$ cat src/rtl/route_control_unit_pkg.sv
// route_control_unit_pkg: shared port indices, status codes and FSM states
package route_control_unit_pkg;
    localparam int TAM_FLIT = 16;
    localparam int NPORT = 5;
    localparam logic [2:0] EAST = 3'd0;
    localparam logic [2:0] WEST = 3'd1;
    localparam logic [2:0] NORTH = 3'd2;
    localparam logic [2:0] SOUTH = 3'd3;
    localparam logic [2:0] LOCAL = 3'd4;
    typedef enum logic [1:0] {
        INVALID_REGION = 2'd0,
        VALID_REGION = 2'd1,
        PORT_ERROR = 2'd2
    } find_t;
    typedef enum logic [1:0] {
        S_IDLE = 2'd0,
        S_ROUTE = 2'd1,
        S_WAIT = 2'd2,
        S_HOLD = 2'd3
    } state_t;
endpackage

$ cat src/rtl/route_control_unit_compute.sv
// route_compute: dimension-ordered port selection and mesh range check
module route_compute
    import route_control_unit_pkg::*;
#(
    parameter int FLIT_W = TAM_FLIT,
    parameter int MAX_X = 1,
    parameter int MAX_Y = 1
) (
    input logic [FLIT_W-1:0] dest,
    input logic [FLIT_W-1:0] address,
    input logic mode,
    output logic [NPORT-1:0] port,
    output logic error
);
    localparam int CW = FLIT_W / 2;
    logic [CW-1:0] dx, dy, lx, ly;
    logic [2:0] xi, yi, sel;
    assign dx = dest[FLIT_W-1:CW];
    assign dy = dest[CW-1:0];
    assign lx = address[FLIT_W-1:CW];
    assign ly = address[CW-1:0];
    // resolve each axis independently, then pick by dimension order
    always_comb begin
        xi = dx > lx ? EAST : dx < lx ? WEST : LOCAL;
        yi = dy > ly ? NORTH : dy < ly ? SOUTH : LOCAL;
        sel = mode ? (yi != LOCAL ? yi : xi) : (xi != LOCAL ? xi : yi);
        port = '0;
        port[sel] = 1'b1;
        error = (dx > CW'(MAX_X)) || (dy > CW'(MAX_Y));
    end
endmodule

$ cat src/rtl/route_control_unit.sv
// route_control_unit: header routing FSM granting one output port per connection
module route_control_unit
    import route_control_unit_pkg::*;
#(
    parameter int FLIT_W = TAM_FLIT,
    parameter logic [FLIT_W-1:0] ADDRESS = '0,
    parameter int MAX_X = 1,
    parameter int MAX_Y = 1,
    parameter int MODE = 0
) (
    input logic clock,
    input logic reset,
    input logic req,
    input logic [FLIT_W-1:0] dest,
    input logic [NPORT-1:0] portBusy,
    input logic release_conn,
    output logic ack,
    output logic [NPORT-1:0] outputPort,
    output find_t find
);
    state_t state;
    logic [FLIT_W-1:0] dest_q;
    logic [NPORT-1:0] port;
    logic error, busy;
    route_compute #(
        .FLIT_W(FLIT_W),
        .MAX_X(MAX_X),
        .MAX_Y(MAX_Y)
    ) u_compute (
        .dest(dest_q),
        .address(ADDRESS),
        .mode(MODE != 0),
        .port(port),
        .error(error)
    );
    assign busy = |(port & portBusy);
    // IDLE skips a req already answered by the ack pulse so a held req is not re-served
    always_ff @(posedge clock) begin
        if (reset) begin
            state <= S_IDLE;
            ack <= 1'b0;
            outputPort <= '0;
            find <= INVALID_REGION;
            dest_q <= '0;
        end else begin
            ack <= 1'b0;
            case (state)
                S_IDLE: begin
                    find <= INVALID_REGION;
                    if (req && !ack) begin
                        dest_q <= dest;
                        state <= S_ROUTE;
                    end
                end
                S_ROUTE, S_WAIT: begin
                    if (error) begin
                        ack <= 1'b1;
                        find <= PORT_ERROR;
                        state <= S_IDLE;
                    end else if (busy) begin
                        state <= S_WAIT;
                    end else begin
                        ack <= 1'b1;
                        outputPort <= port;
                        find <= VALID_REGION;
                        state <= S_HOLD;
                    end
                end
                S_HOLD: begin
                    if (release_conn) begin
                        outputPort <= '0;
                        find <= INVALID_REGION;
                        state <= S_IDLE;
                    end
                end
                default: state <= S_IDLE;
            endcase
        end
    end
endmodule

$ cat config.mk
export PLATFORM = sky130hd
export DESIGN_NAME = route_control_unit
export DESIGN_NICKNAME = d
export VERILOG_FILES = /design/src/rtl/route_control_unit_pkg.sv /design/src/rtl/route_control_unit_compute.sv /design/src/rtl/route_control_unit.sv
export SDC_FILE = /design/constraint.sdc
export NUM_CORES = 1
export LEC_CHECK = 0
export ABC_AREA = 0
export CORE_MARGIN = 5
export CORE_UTILIZATION = 45
export DETAILED_ROUTE_END_ITERATION = 8
export GPL_TIMING_DRIVEN = 0
export PLACE_DENSITY = 0.77
export SYNTH_ARGS = -nofsm -noshare
export SYNTH_HDL_FRONTEND = slang
export SYNTH_SLANG_ARGS = --single-unit
$ cat constraint.sdc
create_clock -name clock -period 2.7 [get_ports clock]
set_clock_uncertainty 0.15 [all_clocks]
set_input_delay 0.675 -clock clock [delete_from_list [all_inputs] [get_ports clock]]
set_output_delay 0.675 -clock clock [all_outputs]
set_load 0.02 [all_outputs]
# --- Word-level counts from Yosys, hierarchy flattened ---
# Cells that the tools add are included.
# Widths: inputs -> output; s select.
totals:
  register_bits: 26
  in_bits: 25
  wordCells: 58
classes:
  n_lt_le_gt_ge: 8
  eq_ne: 9
  n_mux: 21
  n_bitwise: 2
  n_reduce_logical: 13
op_table:
  columns: ["cell", "n"]
  rows:
  - ["$gt 8x1->1 const B", 4]
  - ["$lt 8x1->1 const B", 2]
  - ["$mux 3", 5]
  - ["$mux 5", 3]
  - ["$pmux 2 s3", 2]
  - ["$mux 2", 5]
  - ["$pmux 5 s2", 1]
  - ["$ne 2x2->1 const B", 4]
  - ["$ne 3x3->1 const B", 2]
  - ["$reduce_and 2->1", 3]
  - ["$and 5x5->5", 1]
  - ["$reduce_or 5->1", 1]
  - ["$eq 2x2->1 const B", 2]
  - ["$lt 3x4->1 const B", 1]
  - ["$mux 1", 4]
  - ["$reduce_and 4->1", 1]
  - ["$reduce_or 2->1", 2]
  - ["$demux 1 s3", 1]
  - ["$ge 3x1->1 const B", 1]
  - ["$eq 2x1->1 const B", 1]
  - ["$logic_and 1x1->1", 2]
  - ["$logic_not 2->1", 1]
  - ["$reduce_bool 2->1", 1]
  - ["$logic_not 1->1", 1]
  - ["2 further kinds", 2]

# --- Depth between registers and ports, before layout ---
# Gate-level depths: netlist (run 1).
logic_depth:
  ltp_word: 14
  ltp_mapped: 6
  depth_no_buf: 6

# --- By module ---
# Synthesis (run 1) repeated with hierarchy kept, for this count alone.
unflattened:
  hier_cells: 202
  area_unflattened_um2: 1630.3
by_module_without_submodules:
  columns: ["mod", "instances", "cells_per_inst", "area_each_um2"]
  rows:
  - ["route_control_unit", 1, 130, 1054.8]
  - ["route_compute", 1, 72, 575.6]

# --- Worst setup path after synthesis (run 1) ---
# Ideal clock, no wire load.
synth_path:
  kind: "register -> register"
  from: "reg dest_q[12]"
  to: "reg state[1]"
  setup_time_ns: 0.070
  arrival_time_ns: 1.762
  required_ns: 2.480
  path_slack_ns: 0.718
  path_stages_with_launch: 6
  path_buffers: 0
  cell_sequence: "dfxtp_1 or4_4 nor4_4 nand2_2 or3_1 a21oi_1"
synth_between:
  elab_chain_cells: 4
synth_lines:
  columns: ["element", "line_no", "source"]
  rows:
  - ["start, declared", "route_control_unit.sv:22", "logic [FLIT_W-1:0] dest_q;"]
  - ["start signal, assigned", "route_control_unit.sv:51", "dest_q <= dest;"]
  - ["$gt 8x1->1", "route_control_unit_compute.sv:29", "error = (dx > CW'(MAX_X)) || (dy > CW'(MAX_Y));"]
  - ["$logic_or 1x1->1", "route_control_unit_compute.sv:29", null]
  - ["$mux 2", "route_control_unit.sv:56", "if (error) begin"]
  - ["$pmux 2 s3", "route_control_unit.sv:47", "case (state)"]
  - ["end signal, assigned", "route_control_unit.sv:52", "state <= S_ROUTE;"]
  - ["end signal, assigned", "route_control_unit.sv:59", "state <= S_IDLE;"]
  - ["end signal, assigned", "route_control_unit.sv:61", "state <= S_WAIT;"]
  - ["end, declared", "route_control_unit.sv:21", "state_t state;"]
# No other way between the ends.
# A chain may end at the register's enable or synchronous reset.

# --- Worst setup path in the final report (run 1) ---
layout_path:
  from: "in req"
  to: "reg dest_q[3]"
layout_between:
  elab_chain_cells: 2
layout_lines:
  columns: ["element", "line_no", "source"]
  rows:
  - ["start, declared", "route_control_unit.sv:13", "input logic req,"]
  - ["$logic_and 1x1->1", "route_control_unit.sv:50", "if (req && !ack) begin"]
  - ["$reduce_and 2->1 (no line)", null, null]
# No other way between the ends.

==> results of run 1 <==
==> through the flow <==
step	instances	instance area (um^2)	utilization, %
after floorplan	133	1081	-
after global placement	189	1396	61.93
after detailed placement	189	1396	61.93
after CTS	193	1449	64.26
after global routing	193	1449	64.26
final	193	1449	64.26
==> registers in the layout, indices dropped and copies added (netlist names) <==
register	count
outputPort	3
dest_q	16
state	2
find	2
ack	1
==> layer usage <==
metal	track usage (%)	routed length (um)
met1	16.03	956
met5	0	0
met2	27.76	1198
met4	6.796	48
met3	4.167	172
==> worst max path at each step <==
stage / start / to / slack, ps
final: req / dest_q[3] / 320
after global routing: req / dest_q[4] / 130
after CTS: req / dest_q[3] / 310
after detailed placement: req / dest_q[3] / -10
after global placement: req / dest_q[11] / 60
after floorplan: dest_q[12] / state[1] / 720
==> synth_stat cells, types with 3 or more instances <==
cell,instances
dfxtp_1,24
or3_1,3
a22o_1,3
nor4_1,3
inv_1,6
nand2_1,36
a21oi_1,19
nor2_1,4
or4_1,3
ha_1,3
clkbuf_1,4
a211oi_1,3
==> power by group through the flow <==
stage               clock network (mW)  registers, mW  logic (mW)
floorplan                            0          0.420       0.179
global placement                     0          0.414       0.264
detailed placement                   0          0.416       0.272
CTS                              0.261          0.408       0.273
global route                     0.276          0.413       0.305
finish                           0.257          0.408       0.272
==> kinds of logic after synthesis <==
logic type                 count (synthesis)  synth area share (%)
AOI/OAI and AO/OA                         33                 19.75
buffers and inverters                     12                 4.877
and+or+nand+nor                           59                 26.95
DFF                                       24                 44.60
other                                      1                0.3481
adders and majority gates                  3                 3.485
==> worst reg2reg max path, delay by kind of cell, from the launching register on <==
kind / cells / cell delay [ps]
flip-flops: 1 / 340
AND/OR/NAND/NOR: 4 / 1430
AO/OA/AOI/OAI: 1 / 190
==> final cells by class <==
| class | count | share of cell area [%] |
|---|---|---|
| sequential | 24 | 33.16 |
| buffer | 6 | 2.073 |
| tap | 28 | 2.418 |
| clock inverter | 1 | 2.073 |
| timing repair buffer | 28 | 19.34 |
| inverter | 6 | 1.554 |
| clock buffer | 3 | 1.554 |
| multi-input combinational | 97 | 37.82 |
==> reports/metrics.csv, run 1 <==
stage,metric,value,unit
run_status,run status,finished clean,
pwr,clock network power share,27.4,%
pwr,Max rail drop VDD,0.0004319,V
clock_tree,maximum number of buffers from clock root to sink,2,
clock_tree,post-CTS sizing,0,
placed_design,post-place setup slack,-10.00,ps
routing,post-route DRC violation count,0,
global_route,antenna violations before repair,0,
sta,Final Hold Viols,0,
pwr,Cell Int Power,0.6605,mW
setup_path,"slowest stage cell, crit path",nor3b_1,
logic_synthesis,cell area after technology mapping,1077,um^2
setup_path,worst reg2reg path startpoint,dest_q[12],
routing,antenna-violating nets left,0,
setup_path,Critical path buffers and inverters,3,
placed_design,gp weighted congestion,0.7782,
setup_path,Crit Path Max Fanout,10,
setup_path,cell family with most CP delay,buffers and inverters,
sta,maximum achievable frequency,420.3,MHz
setup_path,"Worst Path Class, Setup",in2reg,
pwr,reported leakage power,0.5517,nW
setup_path,Worst path depth,6,
logic_synthesis,area fraction of the dominant cell type after synthesis,44.60,%
pwr,PwrDens,646.3,nW/um^2
clock_tree,clock insertion delay at the later pin of the skew report,310,ps
pwr,net switching power of the design,0.2760,mW
logic_synthesis,Synth Area per Inst,8.161,um^2
logic_synthesis,leading register cell type out of synthesis,dfxtp_1,
setup_path,Setup crit start kind,primary input,
cells_and_area,net count reported at finish,194,
global_route,via count of the first global-routing pass,1022,
clock_tree,clock tree from TritonCTS,yes,
cells_and_area,growth of design area from synthesis to finish,34.49,%
sta,setup slack of the critical path after layout,321.0,ps
clock_tree,number of buffers inserted during clock tree synthesis,3,
floorplanning,initial standard-cell utilization of the core,47.78,%
pwr,sequential power share,43.6,%
logic_synthesis,Mapped Cells,132,
floorplanning,horizontal die dimension,58.93,um
pwr,combinational fraction of design power,29.0,%
cells_and_area,"most common cell after layout, fill and taps aside",nand2_1,
cells_and_area,layout cells sized above 1,7.879,%
sta,setup violation total in the final timing report,0,
sta,Worst Max-Slew Pin Slew,752.6,ps
cells_and_area,"top library cells by usage in the layout, fill and taps aside","36 x nand2_1, 28 x clkdlybuf4s50_1, 24 x dfxtp_1, 19 x a21oi_1, 6 x inv_1",
placed_design,placed wire-length estimate after detailed placement,1902,um
setup_path,Register-to-Register Path Depth,5,
clock_tree,clk sinks,24,
flow_run,number of maximum-capacitance constraint violations,0,
cells_and_area,number of antenna repair diodes,0,
pwr,Final Power,0.9365,mW
setup_path,type of destination of the critical path,flip-flop,
logic_synthesis,"Warnings, synthesis",0,
global_route,Overflow after GRT,0,
pwr,switching fraction of total power,29.47,%
setup_path,terminus of the critical flop-to-flop path,outputPort[2],
cells_and_area,multi-input gate area in the final layout,548.0,um^2
clock_tree,Post-CTS Setup Bufs,0,
floorplanning,area of the die,3473,um^2
setup_path,peak per-stage delay on the critical path,620,ps
global_route,All-Layer GR Usage,15.20,%
sta,RSZ-0062 raised after global routing,false,
routing,first-pass iteration count of the detailed router,4,
setup_path,endpoint required time on the critical path,2800,ps
sta,Slew HR,49.72,%
global_route,first-pass GRT wire length,4091,um
clock_tree,cell chosen for the clock root,clkbuf_4,
clock_tree,number of H-tree branching levels,1,
cells_and_area,count of fill cells added during filler insertion,207,
routing,average wire per standard cell,12.31,um
placed_design,quantity of I/O buffers inserted on ports,28,
min_path,cell depth of the worst hold path,2,
floorplanning,Core Footprint,2255,um^2
floorplanning,site row count,17,
clock_tree,clock input transition at the sequential cells of the worst setup and hold paths,120,ps
min_path,end of the worst hold path,dest_q[15],
routing,Detailed Route WL,2376,um
routing,detailed-route via count,1025,
logic_synthesis,dominant cell type by area after synthesis,dfxtp_1,
logic_synthesis,sequential-to-total area share from yosys stat,44.60,%
global_route,maximum number of pins on one net before global-route repair,15,
setup_path,worst path arrival time,2470,ps
logic_synthesis,distinct cell type count of the synthesized netlist,28,
sta,Tcrit/Tclk final,88.11,%
logic_synthesis,flip-flop and latch count after synthesis,24,
setup_path,Worst R2R Setup Slack,540,ps
clock_tree,CTS hold repair buffers,0,
min_path,hold crit path type,reg2reg,
floorplanning,IO Count,33,
sta,crit path time final,2379,ps
cells_and_area,area occupied by registers,480.5,um^2
logic_synthesis,number of enable-type register cells in the synthesized netlist,0,
logic_synthesis,"Async S/R FF share, synth",0,%
sta,tightest hold margin,318.8,ps
min_path,Hold Crit Start,dest_q[15],
setup_path,cells traversed along the worst timing path,"clkdlybuf4s50_1, inv_1, nor3b_1, clkbuf_1, nand2_1, a21oi_1",
sta,final-layout setup total negative slack,0,ps
routing,DRC violation total after the first TritonRoute iteration,12,
floorplanning,height of the die,58.93,um
routing,via-per-instance ratio,5.311,
sta,number of pins with negative max-slew slack in the final report,0,
logic_synthesis,largest cells by area after synthesis,"dfxtp_1 45%, nand2_1 13%, a21oi_1 8.8%",
(Power assumes the default switching activity.)
==> run 2, diff against run 1 <==
==> constraint.sdc (replaced) <==
create_clock -name clock -period 2.34 [get_ports clock]
set_clock_uncertainty 0.15 [all_clocks]
set_input_delay 0.585 -clock clock [delete_from_list [all_inputs] [get_ports clock]]
set_output_delay 0.585 -clock clock [all_outputs]
set_load 0.02 [all_outputs]
==> run 2 against run 1 <==
Clock power rose by 16%. Largest cell class unchanged. Critical path type is now reg2reg. Combinational power is 17% higher. Critical endpoint is now state[1]. Cell area up 0.78%. Worst setup slack worse by 140 ps. Register-to-register slack got worse by 360 ps. Power is 16% higher.
==> reports/metrics.csv, run 2 (synthesized netlist as in run 1, its figures left out) <==
stage,metric,value,unit,change
setup_path,"Worst Path Class, Setup",reg2reg,,
global_route,Overflow after GRT,0,,unchanged
cells_and_area,final standard cell area without fillers,1460,um^2,+0.78%
pwr,combinational fraction of design power,29.3,%,+0.3 points
placed_design,total placed instance area,1396,um^2,unchanged
clock_tree,cell chosen for the clock root,clkbuf_4,,
sta,setup slack of the critical path after layout,178.7,ps,-142.4 ps
pwr,reported leakage power,0.5545,nW,+0.50%
clock_tree,maximum number of buffers from clock root to sink,2,,unchanged
floorplanning,height of the die,58.93,um,unchanged
sta,setup violation total in the final timing report,0,,unchanged
placed_design,placed wire-length estimate after detailed placement,1902,um,unchanged
sta,tightest hold margin,318.9,ps,+0.08600 ps
routing,Detailed Route WL,2451,um,+3.2%
floorplanning,IO Count,33,,unchanged
routing,detailed-route via count,1028,,+0.29%
setup_path,Setup crit start kind,flip-flop,,
global_route,first-pass GRT wire length,4091,um,unchanged
placed_design,post-place setup slack,-280.0,ps,-270.0 ps
sta,RSZ-0062 raised after global routing,false,,
cells_and_area,number of antenna repair diodes,0,,unchanged
clock_tree,clock insertion delay at the later pin of the skew report,310,ps,about the same
pwr,PwrDens,744.2,nW/um^2,+15%
clock_tree,clock tree from TritonCTS,yes,,
pwr,clock network power share,27.3,%,about the same
global_route,maximum number of pins on one net before global-route repair,15,,unchanged
floorplanning,initial standard-cell utilization of the core,47.78,%,unchanged
setup_path,worst path arrival time,2270,ps,-200 ps
setup_path,Worst R2R Setup Slack,180,ps,-360 ps
floorplanning,horizontal die dimension,58.93,um,unchanged
clock_tree,clk sinks,24,,unchanged
setup_path,Crit Path Max Fanout,5,,-5
cells_and_area,layout cells sized above 1,9.091,%,+1.2 points
placed_design,quantity of I/O buffers inserted on ports,28,,unchanged
placed_design,gp weighted congestion,0.7782,,unchanged
routing,antenna-violating nets left,0,,unchanged
routing,post-route DRC violation count,0,,unchanged
sta,crit path time final,2161,ps,
cells_and_area,"top library cells by usage in the layout, fill and taps aside","36 x nand2_1, 28 x clkdlybuf4s50_1, 24 x dfxtp_1, 19 x a21oi_1, 6 x inv_1",,
pwr,Cell Int Power,0.7634,mW,+16%
pwr,net switching power of the design,0.3233,mW,+17%
cells_and_area,biggest regs,"dest_q (16), outputPort (3)",,
global_route,antenna violations before repair,0,,unchanged
floorplanning,Core Footprint,2255,um^2,unchanged
floorplanning,area of the die,3473,um^2,unchanged
clock_tree,Post-CTS Setup Bufs,0,,unchanged
pwr,Max rail drop VDD,0.0004981,V,+15%
clock_tree,clock input transition at the sequential cells of the worst setup and hold paths,130,ps,about the same
global_route,All-Layer GR Usage,15.20,%,unchanged
global_route,via count of the first global-routing pass,1022,,unchanged
cells_and_area,flip-flop count of the largest register after layout,16,,unchanged
flow_run,number of maximum-capacitance constraint violations,0,,unchanged
floorplanning,site row count,17,,unchanged
sta,maximum achievable frequency,462.7,MHz,
cells_and_area,growth of design area from synthesis to finish,35.54,%,
routing,first-pass iteration count of the detailed router,4,,unchanged
run_status,run status,finished clean,,
sta,Tcrit/Tclk final,92.36,%,
clock_tree,number of H-tree branching levels,1,,unchanged
pwr,switching fraction of total power,29.75,%,+0.28 points
sta,Final Hold Viols,0,,unchanged
setup_path,endpoint required time on the critical path,2450,ps,-350 ps
routing,via-per-instance ratio,5.326,,+0.29%
min_path,hold crit path type,reg2reg,,
sta,number of pins with negative max-slew slack in the final report,0,,unchanged
pwr,sequential power share,43.4,%,-0.2 points
clock_tree,number of buffers inserted during clock tree synthesis,3,,unchanged
cells_and_area,"most common cell after layout, fill and taps aside",nand2_1,,
cells_and_area,register containing the most flip-flops in the final layout,dest_q,,
setup_path,type of destination of the critical path,flip-flop,,
routing,DRC violation total after the first TritonRoute iteration,11,,-1
cells_and_area,net count reported at finish,194,,unchanged
routing,average wire per standard cell,12.70,um,+3.2%
run 2: worst max-delay path, stage by stage (launching register included):
cell and delay [ps]:
dfxtp_1 340, or4_4 570, nor4_4 440, nand2_2 140, or3_1 320, a21oi_1 140
run 2: power groups by stage:
stage / combinational, mW / sequential [mW] / clock (mW)
after floorplan: 0.206 / 0.485 / 0
after global placement: 0.305 / 0.478 / 0
after detailed placement: 0.314 / 0.480 / 0
after CTS: 0.315 / 0.471 / 0.301
after global routing: 0.356 / 0.477 / 0.319
final: 0.318 / 0.472 / 0.297
run 2: worst paths after layout:
kind              startpoint          to  cells after the start
hold / removal    dest_q[15]  dest_q[15]                      2
hold reg to reg   dest_q[15]  dest_q[15]                      2
setup reg to reg  dest_q[12]    state[1]                      5
setup / recovery  dest_q[12]    state[1]                      5
run 2: cell type report:
| class | count | area (um^2) |
|---|---|---|
| plain buffers | 6 | 30.03 |
| clock buffers | 3 | 22.52 |
| clock inverters | 1 | 30.03 |
| fillers | 210 | 794.5 |
| inverters | 6 | 22.52 |
| multi-input cells | 97 | 559.3 |
| flip-flops and latches | 24 | 480.5 |
| well taps | 28 | 35.03 |
| repair buffers | 28 | 280.3 |
run 2: metal layers:
layer | up-vias | global-route usage, % | share of wire (%) | wire length [um]
met4 | 0 | 6.796 | 2.2 | 55
li1 | 524 | - | - | -
met2 | 29 | 27.76 | 51 | 1251
met3 | 9 | 4.167 | 6.5 | 159
met1 | 466 | 16.03 | 40 | 985
met5 | - | 0 | 0 | 0
run 2: timing repair:
item                                   CTS  global route
setup endpoints to repair                0            12
hold buffers                             0             0
resized for setup                        0             2
endpoints found under the hold margin    0             0
run 2: through the flow:
| stage | std cells | power, mW | utilization (%) | setup TNS [ps] |
|---|---|---|---|---|
| global route | 193 | 1.152 | 64.76 | 0 |
| CTS | 193 | 1.088 | 64.26 | 0 |
| global placement | 189 | 0.7831 | 61.93 | -2025 |
| floorplan | 133 | 0.6911 | - | 0 |
| detailed placement | 189 | 0.7943 | 61.93 | -2449 |
| finish | 193 | 1.087 | 64.76 | 0 |
==> run 3, diff against run 2 <==
--- a/config.mk
+++ b/config.mk
@@ -10,7 +10,9 @@
 export CORE_UTILIZATION = 45
 export DETAILED_ROUTE_END_ITERATION = 8
 export GPL_TIMING_DRIVEN = 0
+export MAX_ROUTING_LAYER = met4
 export PLACE_DENSITY = 0.77
 export SYNTH_ARGS = -nofsm -noshare
 export SYNTH_HDL_FRONTEND = slang
 export SYNTH_SLANG_ARGS = --single-unit
+export TNS_END_PERCENT = 10
==> run 3 against run 2 <==
Clock power hardly changed. Sequential share of layout area stayed put. Via count stayed put. Cell count stayed put. Combinational power hardly changed. Cell area stayed put. Global-route usage is 0.44 points higher. First-iteration DRC count stayed put. Critical path depth stayed put. Maximum frequency hardly changed. Die area stayed put.
==> reports/metrics.csv, run 3 (synthesized netlist as in run 1, its figures left out) <==
stage,metric,value,unit,change
clock_tree,CTS hold repair buffers,0,,unchanged
setup_path,Crit Path Max Fanout,5,,unchanged
min_path,hold crit path type,reg2reg,,
floorplanning,site row count,17,,unchanged
routing,antenna-violating nets left,0,,unchanged
cells_and_area,layout cells sized above 1,9.091,%,unchanged
cells_and_area,"top library cells by usage in the layout, fill and taps aside","36 x nand2_1, 28 x clkdlybuf4s50_1, 24 x dfxtp_1, 19 x a21oi_1, 6 x inv_1",,
setup_path,"Worst Path Class, Setup",reg2reg,,
sta,crit path time final,2161,ps,-0.003000 ps
pwr,Final Power,1.087,mW,unchanged
sta,maximum achievable frequency,462.7,MHz,about the same
routing,Detailed Route WL,2451,um,unchanged
sta,tightest hold margin,318.9,ps,unchanged
cells_and_area,register containing the most flip-flops in the final layout,dest_q,,
clock_tree,clk sinks,24,,unchanged
setup_path,Critical path buffers and inverters,0,,unchanged
cells_and_area,net count reported at finish,194,,unchanged
setup_path,worst path arrival time,2270,ps,about the same
sta,RSZ-0062 raised after global routing,false,,
floorplanning,IO Count,33,,unchanged
sta,number of pins with negative max-slew slack in the final report,0,,unchanged
placed_design,placed wire-length estimate after detailed placement,1902,um,unchanged
routing,detailed-route via count,1028,,unchanged
floorplanning,area of the die,3473,um^2,unchanged
placed_design,total placed instance area,1396,um^2,unchanged
setup_path,peak per-stage delay on the critical path,570,ps,about the same
run_status,run status,finished clean,,
flow_run,number of maximum-capacitance constraint violations,0,,unchanged
floorplanning,Core Footprint,2255,um^2,unchanged
setup_path,Setup crit start kind,flip-flop,,
clock_tree,number of H-tree branching levels,1,,unchanged
cells_and_area,flip-flop count of the largest register after layout,16,,unchanged
global_route,first-pass GRT wire length,4091,um,unchanged
setup_path,cell family with most CP delay,simple AND/OR/NAND/NOR gates,,
clock_tree,clock insertion delay at the later pin of the skew report,310,ps,about the same
sta,Final Hold Viols,0,,unchanged
setup_path,endpoint required time on the critical path,2450,ps,about the same
pwr,PwrDens,744.2,nW/um^2,unchanged
setup_path,type of destination of the critical path,flip-flop,,
routing,via-per-instance ratio,5.326,,unchanged
cells_and_area,fin cells,193,,unchanged
cells_and_area,count of fill cells added during filler insertion,210,,unchanged
clock_tree,clock input transition at the sequential cells of the worst setup and hold paths,130,ps,about the same
placed_design,number of cells in the design after placement,189,,unchanged
routing,average wire per standard cell,12.70,um,unchanged
sta,Tcrit/Tclk final,92.36,%,about the same
clock_tree,number of buffers inserted during clock tree synthesis,3,,unchanged
global_route,maximum number of pins on one net before global-route repair,15,,unchanged
pwr,Max rail drop VDD,0.0004981,V,unchanged
floorplanning,height of the die,58.93,um,unchanged
routing,post-route DRC violation count,0,,unchanged
cells_and_area,growth of design area from synthesis to finish,35.54,%,unchanged
setup_path,"slowest stage cell, crit path",or4_4,,
global_route,antenna violations before repair,0,,unchanged
sta,setup slack of the critical path after layout,178.7,ps,+0.003000 ps
routing,first-pass iteration count of the detailed router,4,,unchanged
clock_tree,maximum number of buffers from clock root to sink,2,,unchanged
routing,DRC violation total after the first TritonRoute iteration,11,,unchanged
clock_tree,clock tree from TritonCTS,yes,,
setup_path,cells traversed along the worst timing path,"or4_4, nor4_4, nand2_2, or3_1, a21oi_1",,
global_route,All-Layer GR Usage,15.65,%,+0.44 points
cells_and_area,final standard cell area without fillers,1460,um^2,unchanged
clock_tree,cell chosen for the clock root,clkbuf_4,,
global_route,via count of the first global-routing pass,1022,,unchanged
pwr,reported leakage power,0.5545,nW,unchanged
cells_and_area,number of antenna repair diodes,0,,unchanged
placed_design,quantity of I/O buffers inserted on ports,28,,unchanged
cells_and_area,"most common cell after layout, fill and taps aside",nand2_1,,
placed_design,post-place setup slack,-280.0,ps,unchanged
floorplanning,initial standard-cell utilization of the core,47.78,%,unchanged
placed_design,gp weighted congestion,0.7889,,+1.4%
global_route,Overflow after GRT,0,,unchanged
floorplanning,horizontal die dimension,58.93,um,unchanged
cells_and_area,biggest regs,"dest_q (16), outputPort (3)",,
sta,setup violation total in the final timing report,0,,unchanged
[run 3: cell counts in the layout (fill, tap and decap cells not counted)]
Identical to the previous run, type by type.
[run 3: final cells by class]
class	instances	area (um^2)	area share, %
tap	28	35.03	2.399
clock inverter	1	30.03	2.057
inverter	6	22.52	1.542
sequential	24	480.5	32.90
multi-input combinational	97	559.3	38.30
clock buffer	3	22.52	1.542
timing repair buffer	28	280.3	19.19
buffer	6	30.03	2.057
[run 3: metrics by stage]
stage	TNS, ps	util (%)
floorplan	0	-
finish	0	64.76
detailed placement	-2449	61.93
CTS	0	64.26
global route	0	64.76
global placement	-2025	61.93
[run 3: what timing repair did]
item	CTS	global route
buffers inserted	0	0
resized for setup	0	2
endpoints found under the setup margin	0	12
[run 3: routing by layer]
layer  GRT usage [%]  share of wire [%]  up-vias
met5               -                  0        -
met4           6.796                2.2        0
met3           3.947                6.2        9
met2           27.76                 51       29
met1           16.16                 40      466
li1                -                  -      524
[run 3: worst paths after layout]
path	to	cells past startpoint	slack [ps]	from
max	state[1]	5	180	dest_q[12]
min	dest_q[15]	2	320	dest_q[15]
max reg2reg	state[1]	5	180	dest_q[12]
min reg2reg	dest_q[15]	2	320	dest_q[15]
[run 3: worst register-to-register path, stage by stage (launching register included)]
cell and delay [ps]:
dfxtp_1 340, or4_4 570, nor4_4 440, nand2_2 140
or3_1 320, a21oi_1 140
[run 3: report_power, final]
part | internal, mW | switching [mW] | total [mW]
clock | 0.173 | 0.124 | 0.297
combinational | 0.143 | 0.175 | 0.318
sequential | 0.447 | 0.0243 | 0.472
